**config.mk**
```make
export PLATFORM = sky130hd
export DESIGN_NAME = chaos_iter_ctrl
export DESIGN_NICKNAME = d
export VERILOG_FILES = /design/src/rtl/chaos_pkg.sv /design/src/rtl/chaos_watchdog.sv /design/src/rtl/chaos_iter_ctrl.sv
export SDC_FILE = /design/constraint.sdc
export NUM_CORES = 1
export LEC_CHECK = 0
export CORE_AREA = 2 2 320 322
export CTS_BUF_LIST = sky130_fd_sc_hd__clkbuf_4 sky130_fd_sc_hd__clkbuf_8
export DETAILED_ROUTE_END_ITERATION = 8
export DIE_AREA = 0 0 322 324
export DONT_BUFFER_PORTS = 1
export HOLD_SLACK_MARGIN = 0.02
export PLACE_DENSITY = 0.3
export SYNTH_ARGS = -nofsm -noshare
export SYNTH_HDL_FRONTEND = slang
export SYNTH_HIERARCHICAL = 1
export SYNTH_SLANG_ARGS = --single-unit
export TNS_END_PERCENT = 10
```
**constraint.sdc**
```tcl
create_clock -name clk -period 3 [get_ports clk]
set_input_delay 0.6 -clock clk [delete_from_list [all_inputs] [get_ports clk]]
set_output_delay 0.6 -clock clk [all_outputs]
set_load 0.02 [all_outputs]
```
**src/rtl/chaos_pkg.sv**
```systemverilog
// chaos_pkg: shared types and defaults for the chaotic iteration sequencer.
// Holds the FSM state encoding, default widths and the x/y/z triple type.
package chaos_pkg;

    localparam int DEF_DATA_WIDTH = 64;
    localparam int DEF_CNT_WIDTH  = 32;

    typedef enum logic [1:0] {
        ST_IDLE  = 2'd0,
        ST_ISSUE = 2'd1,
        ST_WAIT  = 2'd2,
        ST_EMIT  = 2'd3
    } state_e;

    // One point of the attractor at the default word width.
    typedef struct packed {
        logic [DEF_DATA_WIDTH-1:0] x;
        logic [DEF_DATA_WIDTH-1:0] y;
        logic [DEF_DATA_WIDTH-1:0] z;
    } triple_t;

endpackage

```
**src/rtl/chaos_watchdog.sv**
```systemverilog
// chaos_watchdog: counts consecutive cycles with en_i high and flags the
// cycle in which the count reaches LIMIT. Only instantiated by
// chaos_iter_ctrl when CHAOS_TIMEOUT_EN is defined.
module chaos_watchdog
    import chaos_pkg::*;
#(
    parameter int CNT_WIDTH = DEF_CNT_WIDTH,
    parameter int LIMIT     = 4096
) (
    input  logic clk,
    input  logic rst_n,
    input  logic en_i,
    output logic expired_o
);

    localparam logic [CNT_WIDTH-1:0] LIMIT_C = CNT_WIDTH'(LIMIT);

    logic [CNT_WIDTH-1:0] cnt_q;

    // Count while enabled, restart from zero whenever the enable drops.
    always_ff @(posedge clk or negedge rst_n) begin
        if (!rst_n) begin
            cnt_q <= '0;
        end else if (en_i) begin
            cnt_q <= cnt_q + 1'b1;
        end else begin
            cnt_q <= '0;
        end
    end

    // cnt_q holds the number of enabled cycles already completed, so the
    // LIMIT-th enabled cycle is the one that sees LIMIT-1.
    assign expired_o = en_i && (cnt_q == LIMIT_C - 1'b1);

endmodule

```
**src/rtl/chaos_iter_ctrl.sv**
```systemverilog
// chaos_iter_ctrl: iteration sequencer upstream of the chaotic equation block.
// Issues one request per iteration, feeds results back as the next state,
// drops the first DISCARD iterations and streams the rest downstream.
// Define CHAOS_TIMEOUT_EN to add a watchdog on the WAIT state (sets err).
module chaos_iter_ctrl
    import chaos_pkg::*;
#(
    parameter int DATA_WIDTH     = DEF_DATA_WIDTH,
    parameter int CNT_WIDTH      = DEF_CNT_WIDTH,
    parameter int DISCARD        = 1000,
    parameter int TIMEOUT_CYCLES = 4096
) (
    input  logic                  clk,
    input  logic                  rst_n,
    input  logic                  start,
    input  logic                  stop,
    input  logic [CNT_WIDTH-1:0]  num_samples,
    input  logic [DATA_WIDTH-1:0] x0,
    input  logic [DATA_WIDTH-1:0] y0,
    input  logic [DATA_WIDTH-1:0] z0,
    output logic                  n_valid,
    output logic [DATA_WIDTH-1:0] xn,
    output logic [DATA_WIDTH-1:0] yn,
    output logic [DATA_WIDTH-1:0] zn,
    input  logic                  n1_valid,
    input  logic [DATA_WIDTH-1:0] xn1,
    input  logic [DATA_WIDTH-1:0] yn1,
    input  logic [DATA_WIDTH-1:0] zn1,
    output logic                  out_valid,
    input  logic                  out_ready,
    output logic [DATA_WIDTH-1:0] out_x,
    output logic [DATA_WIDTH-1:0] out_y,
    output logic [DATA_WIDTH-1:0] out_z,
    output logic                  busy,
    output logic                  done,
    output logic                  err
);

    typedef struct packed {
        logic [DATA_WIDTH-1:0] x;
        logic [DATA_WIDTH-1:0] y;
        logic [DATA_WIDTH-1:0] z;
    } vec_t;

    localparam logic [CNT_WIDTH-1:0] DISCARD_C = CNT_WIDTH'(DISCARD);

    state_e               state_q, state_d;
    vec_t                 cur_q, cur_d;
    logic                 inflight_q, inflight_d;
    logic [CNT_WIDTH-1:0] iter_cnt_q, iter_cnt_d;
    logic [CNT_WIDTH-1:0] smp_cnt_q, smp_cnt_d;
    logic [CNT_WIDTH-1:0] nsamp_q, nsamp_d;
    logic                 n_valid_q, n_valid_d;
    logic                 done_q, done_d;
    logic                 err_q, err_d;

    logic                 timeout;
    logic [CNT_WIDTH-1:0] iter_inc;
    logic                 last_smp;

`ifdef CHAOS_TIMEOUT_EN
    chaos_watchdog #(
        .CNT_WIDTH (CNT_WIDTH),
        .LIMIT     (TIMEOUT_CYCLES)
    ) u_watchdog (
        .clk       (clk),
        .rst_n     (rst_n),
        .en_i      (state_q == ST_WAIT),
        .expired_o (timeout)
    );
`else
    // Without the watchdog WAIT holds forever and err never rises.
    logic unused_timeout_cfg;
    assign unused_timeout_cfg = |TIMEOUT_CYCLES;
    assign timeout            = 1'b0;
`endif

    // Saturate so a very long run never wraps back into the discard window.
    assign iter_inc = (iter_cnt_q == '1) ? iter_cnt_q : iter_cnt_q + 1'b1;
    assign last_smp = (nsamp_q != '0) && (smp_cnt_q == nsamp_q - 1'b1);
    assign busy     = (state_q != ST_IDLE) || inflight_q;

    // Next-state logic for the ISSUE/WAIT/EMIT iteration loop.
    always_comb begin
        // NOTE: every signal driven here gets a default first, so no path
        // leaves one unassigned and no latch is inferred.
        state_d    = state_q;
        cur_d      = cur_q;
        inflight_d = inflight_q;
        iter_cnt_d = iter_cnt_q;
        smp_cnt_d  = smp_cnt_q;
        nsamp_d    = nsamp_q;
        n_valid_d  = 1'b0;
        done_d     = 1'b0;
        err_d      = err_q;

        // Any returning result retires the single outstanding request; a
        // result arriving outside WAIT is stale and carries no state update.
        if (n1_valid) begin
            inflight_d = 1'b0;
        end

        if (stop) begin
            state_d = ST_IDLE;
        end else begin
            case (state_q)
                ST_IDLE: begin
                    if (start && !busy) begin
                        cur_d      = '{x: x0, y: y0, z: z0};
                        nsamp_d    = num_samples;
                        iter_cnt_d = '0;
                        smp_cnt_d  = '0;
                        err_d      = 1'b0;
                        state_d    = ST_ISSUE;
                    end
                end
                ST_ISSUE: begin
                    n_valid_d  = 1'b1;
                    inflight_d = 1'b1;
                    state_d    = ST_WAIT;
                end
                ST_WAIT: begin
                    if (n1_valid) begin
                        cur_d      = '{x: xn1, y: yn1, z: zn1};
                        iter_cnt_d = iter_inc;
                        state_d    = (iter_inc > DISCARD_C) ? ST_EMIT : ST_ISSUE;
                    end else if (timeout) begin
                        err_d   = 1'b1;
                        state_d = ST_IDLE;
                    end
                end
                ST_EMIT: begin
                    if (out_ready) begin
                        smp_cnt_d = smp_cnt_q + 1'b1;
                        if (last_smp) begin
                            done_d  = 1'b1;
                            state_d = ST_IDLE;
                        end else begin
                            state_d = ST_ISSUE;
                        end
                    end
                end
                default: state_d = ST_IDLE;
            endcase
        end
    end

    // Register the FSM, datapath state, counters and output strobes.
    always_ff @(posedge clk or negedge rst_n) begin
        // NOTE: sequential state uses non-blocking assignments so every
        // register samples pre-edge values and updates together.
        if (!rst_n) begin
            state_q    <= ST_IDLE;
            cur_q      <= '0;
            inflight_q <= 1'b0;
            iter_cnt_q <= '0;
            smp_cnt_q  <= '0;
            nsamp_q    <= '0;
            n_valid_q  <= 1'b0;
            done_q     <= 1'b0;
            err_q      <= 1'b0;
        end else begin
            state_q    <= state_d;
            cur_q      <= cur_d;
            inflight_q <= inflight_d;
            iter_cnt_q <= iter_cnt_d;
            smp_cnt_q  <= smp_cnt_d;
            nsamp_q    <= nsamp_d;
            n_valid_q  <= n_valid_d;
            done_q     <= done_d;
            err_q      <= err_d;
        end
    end

    assign n_valid   = n_valid_q;
    assign xn        = cur_q.x;
    assign yn        = cur_q.y;
    assign zn        = cur_q.z;
    assign out_valid = (state_q == ST_EMIT);
    assign out_x     = cur_q.x;
    assign out_y     = cur_q.y;
    assign out_z     = cur_q.z;
    assign done      = done_q;
    assign err       = err_q;

endmodule

```
==> metrics.md <==
| Metric | Value |
|---|---|
| Final hold slack | -0.364 ns |
| Fin crit share | 0.965 |
| H-tree depth | 3 |
| Failing checks | hold timing |
| Synth area leaders | dfrtp_1 44%, nand2_1 11%, buf_4 8.8%, a31oi_1 7.5%, nor2_1 5.9% |
| Outcome | complete, but fails checks |
| Vias after detailed routing | 15.2k |
| Residual DRC | 0 |
| Die footprint | 104000 sq um |
| Worst hold path class | input pin to asynchronous set/reset pin |
| Area leader, netlist | dfrtp_1 |
| Initial core utilization | 0.164 |
| Final setup vio count | 0 |
| DR vias/cell | 4.32 |
| Synthesized cell area | 16500 sq um |
| Power, Total | 19.5 mW |
| Number of global-route vias before repair | 15.4k |
| Async SR Flop Fraction | 1.00 |
| Fmax | 345 MHz |
| RSZ-0062 raised after global routing | yes |
| Flop-to-flop setup slack | 0.10 ns |
| Die X | 322 um |
| Max-cap violations | 0 |
| Yosys reg bits | 293 |
| Fin util | 0.217 |
| Area grow syn2layout | 32.7% |
| Register area share after synthesis | 0.443 |
| Reg clk slew, reported paths | 0.06 ns |
| Wire per inst | 24.6 um |
| Worst Max-Slew Pin Slew | 1.09 ns |
| Fin area | 21900 sq um |
| TritonCTS clock tree | done |
| Worst setup path class | flop to flop |
| Clock Latency Late Sink | 0.68 ns |
| Final Critical Period | 2.90 ns |
| Rel. slew slack | 0.276 |
| RD Place Congestion | 0.950 |
| Count leader, synth | nand2_1 |
| Beginning of the worst register-to-register path | nsamp_q[1] |
| Pwr per Cell Area | 890 nW/um^2 |
| Commonest cells in the netlist | 468 x nand2_1, 293 x dfrtp_1, 260 x nor2_1, 199 x a31oi_1, 194 x buf_4 |
| Crit end category | flop |
| Warnings, synthesis | 6 |
| Non-filler cells, final | 3525 |
| Syn_nets | 2409 |
| CTS Buf Count | 68 |
| Final Skew | 0.0370 ns |
| Port bufs | 0 |
| Gr ovfl total | 0 |
| RR Endpoint | state_q[0] |
| TritonRoute pass-1 iters | 5 |
| Worst Setup SP | nsamp_q[1] |
| Die height | 324 um |
| CP Data Arrival Time | 3.46 ns |
| # hold bufs at CTS | 356 |
| Number of distinct library cells after synthesis | 77 |
| Total track usage | 0.159 |
| Share of cells above drive strength 1 | 0.119 |
| Final antenna-violating net count | 0 |
| CORE AREA | 101000 sq um |
| Antenna violations before repair | 14 |
| Synthesized netlist cell count | 1983 |
| Detailed-route wire length | 86700 um |
| Largest net degree at the start of global routing | 294 |
| Max-slew violations | 0 |
| Synthesized area per cell | 8.34 sq um |
| Detailed Route Iter0 Violations | 718 |
| Last element of the critical path | state_q[0] |
| Main synth FF type | dfrtp_1 |
| CTS Root Cell | clkbuf_8 |
| First-pass GRT wire length | 117000 um |
| Max VDD drop | 0.000471 V |
| Final Net Count | 2593 |
| # clock sinks | 293 |
| Number of cell rows | 117 |
| Reg2reg path depth | 9 |
| Post-synth EDFFs | 0 |
| Yosys top cell area share | 0.443 |
| Leakage power | 8.61 nW |
| CP Max Fanout | 5 |
| Placed insts | 3050 |
| DP Area | 16900 sq um |
| Num ports | 811 |
| Final HPWL DP | 66200 um |
| CP startpoint kind | flop |
| CP Data Required Time | 3.57 ns |
| Endpoints failing hold | 293 |
| Clock Tree Buf Depth | 3 |
## routing by layer
layer  vias up  track usage  part of all wire
li1       6961            -                 -
met1      7420        0.161              0.35
met2       665        0.279              0.50
met3       164       0.0719             0.099
met4        10       0.0750             0.045
met5         -            0           0.00080
## worst max-delay path: stages (launching register included)
cell and delay [ns]:
dfrtp_1 0.38, buf_6 0.13, or4_4 0.54, buf_4 0.15
or4_1 0.50, o31ai_2 0.27, o21ai_1 0.14, nor4_2 0.21
nand3_1 0.17, o31a_1 0.30
## cell families after synthesis
family,after synthesis,share of synthesized area
multiplexers,33,0.0223
flip-flops,293,0.443
other,1,0.000227
AND/OR/NAND/NOR,902,0.238
AO/OA/AOI/OAI,349,0.131
XOR/XNOR,74,0.0397
adder cells (fa/ha/maj),4,0.00303
buffers and inverters,327,0.122
## stage by stage
step	worst slack (ns)	TNS (ns)
4_1_cts	0.00264	0
2_1_floorplan	0.192	0
3_5_place_dp	-0.00737	-0.00737
3_3_place_gp	0.00111	0
5_1_grt	-0.0592	-0.0894
6_report	0.104	0
## worst min-delay path by stage
stage	endpoint	startpoint	cells past startpoint
3_3_place_gp	nsamp_q[15]	rst_n	0
6_report	nsamp_q[15]	rst_n	0
2_1_floorplan	done	rst_n	0
4_1_cts	nsamp_q[13]	rst_n	0
3_5_place_dp	nsamp_q[13]	rst_n	0
5_1_grt	out_y[19]	rst_n	0
## what timing repair did
action | CTS | global route
pin swaps | 1 | 7
hold endpoints to repair | 519 | 293
resized for setup | 0 | 14
gates cloned | 0 | 0
setup endpoints to repair | 1 | 4
buffers inserted | 0 | 0
## final cells by class
class                   instances  area, sq um
well taps                    1309         1640
clock inverters                 7         73.8
multi-input cells            1363         7290
repair buffers                433         4270
flip-flops and latches        293         7330
fillers                     11200        79100
diodes                          8         20.0
clock buffers                 104         1290
inverters                       8         30.0
## flip-flops by register name, summed over array words and instances (netlist names)
signal / cells
done: 1
state_q: 2
iter_cnt_q: 32
nsamp_q: 32
n_valid: 1
out_z: 64
smp_cnt_q: 32
inflight_q: 1
out_y: 64
out_x: 64
## where the power goes
group	switching [mW]	internal, mW
sequential	5.48	5.06
combinational	1.78	2.34
clock	2.09	2.79
total	9.35	10.2
## cells in the final DEF, fill, tap and decap left out, types with 4 or more instances in the layout
master and instances:
clkbuf_4 23, o21ai_1 4, ha_1 4, dlygate4sd3_1 356, and3_1 18, or4_1 7
nor2_1 259, a31oi_1 199, xnor2_1 35, buf_4 66, nor3_2 5, nor3_1 18
a21oi_1 31, clkbuf_8 81, nand4b_1 4, and2_1 4, a211oi_1 4, mux2_2 30
nor4_2 4, xor2_1 38, dfrtp_1 293, nor4_1 6, buf_12 10, nand2_1 467
nand3_1 33, or3_1 12, o21ai_0 65, diode_2 8, nand4_1 22, inv_1 8
nand3b_1 7, o31ai_1 9
(Power assumes the default switching activity.)
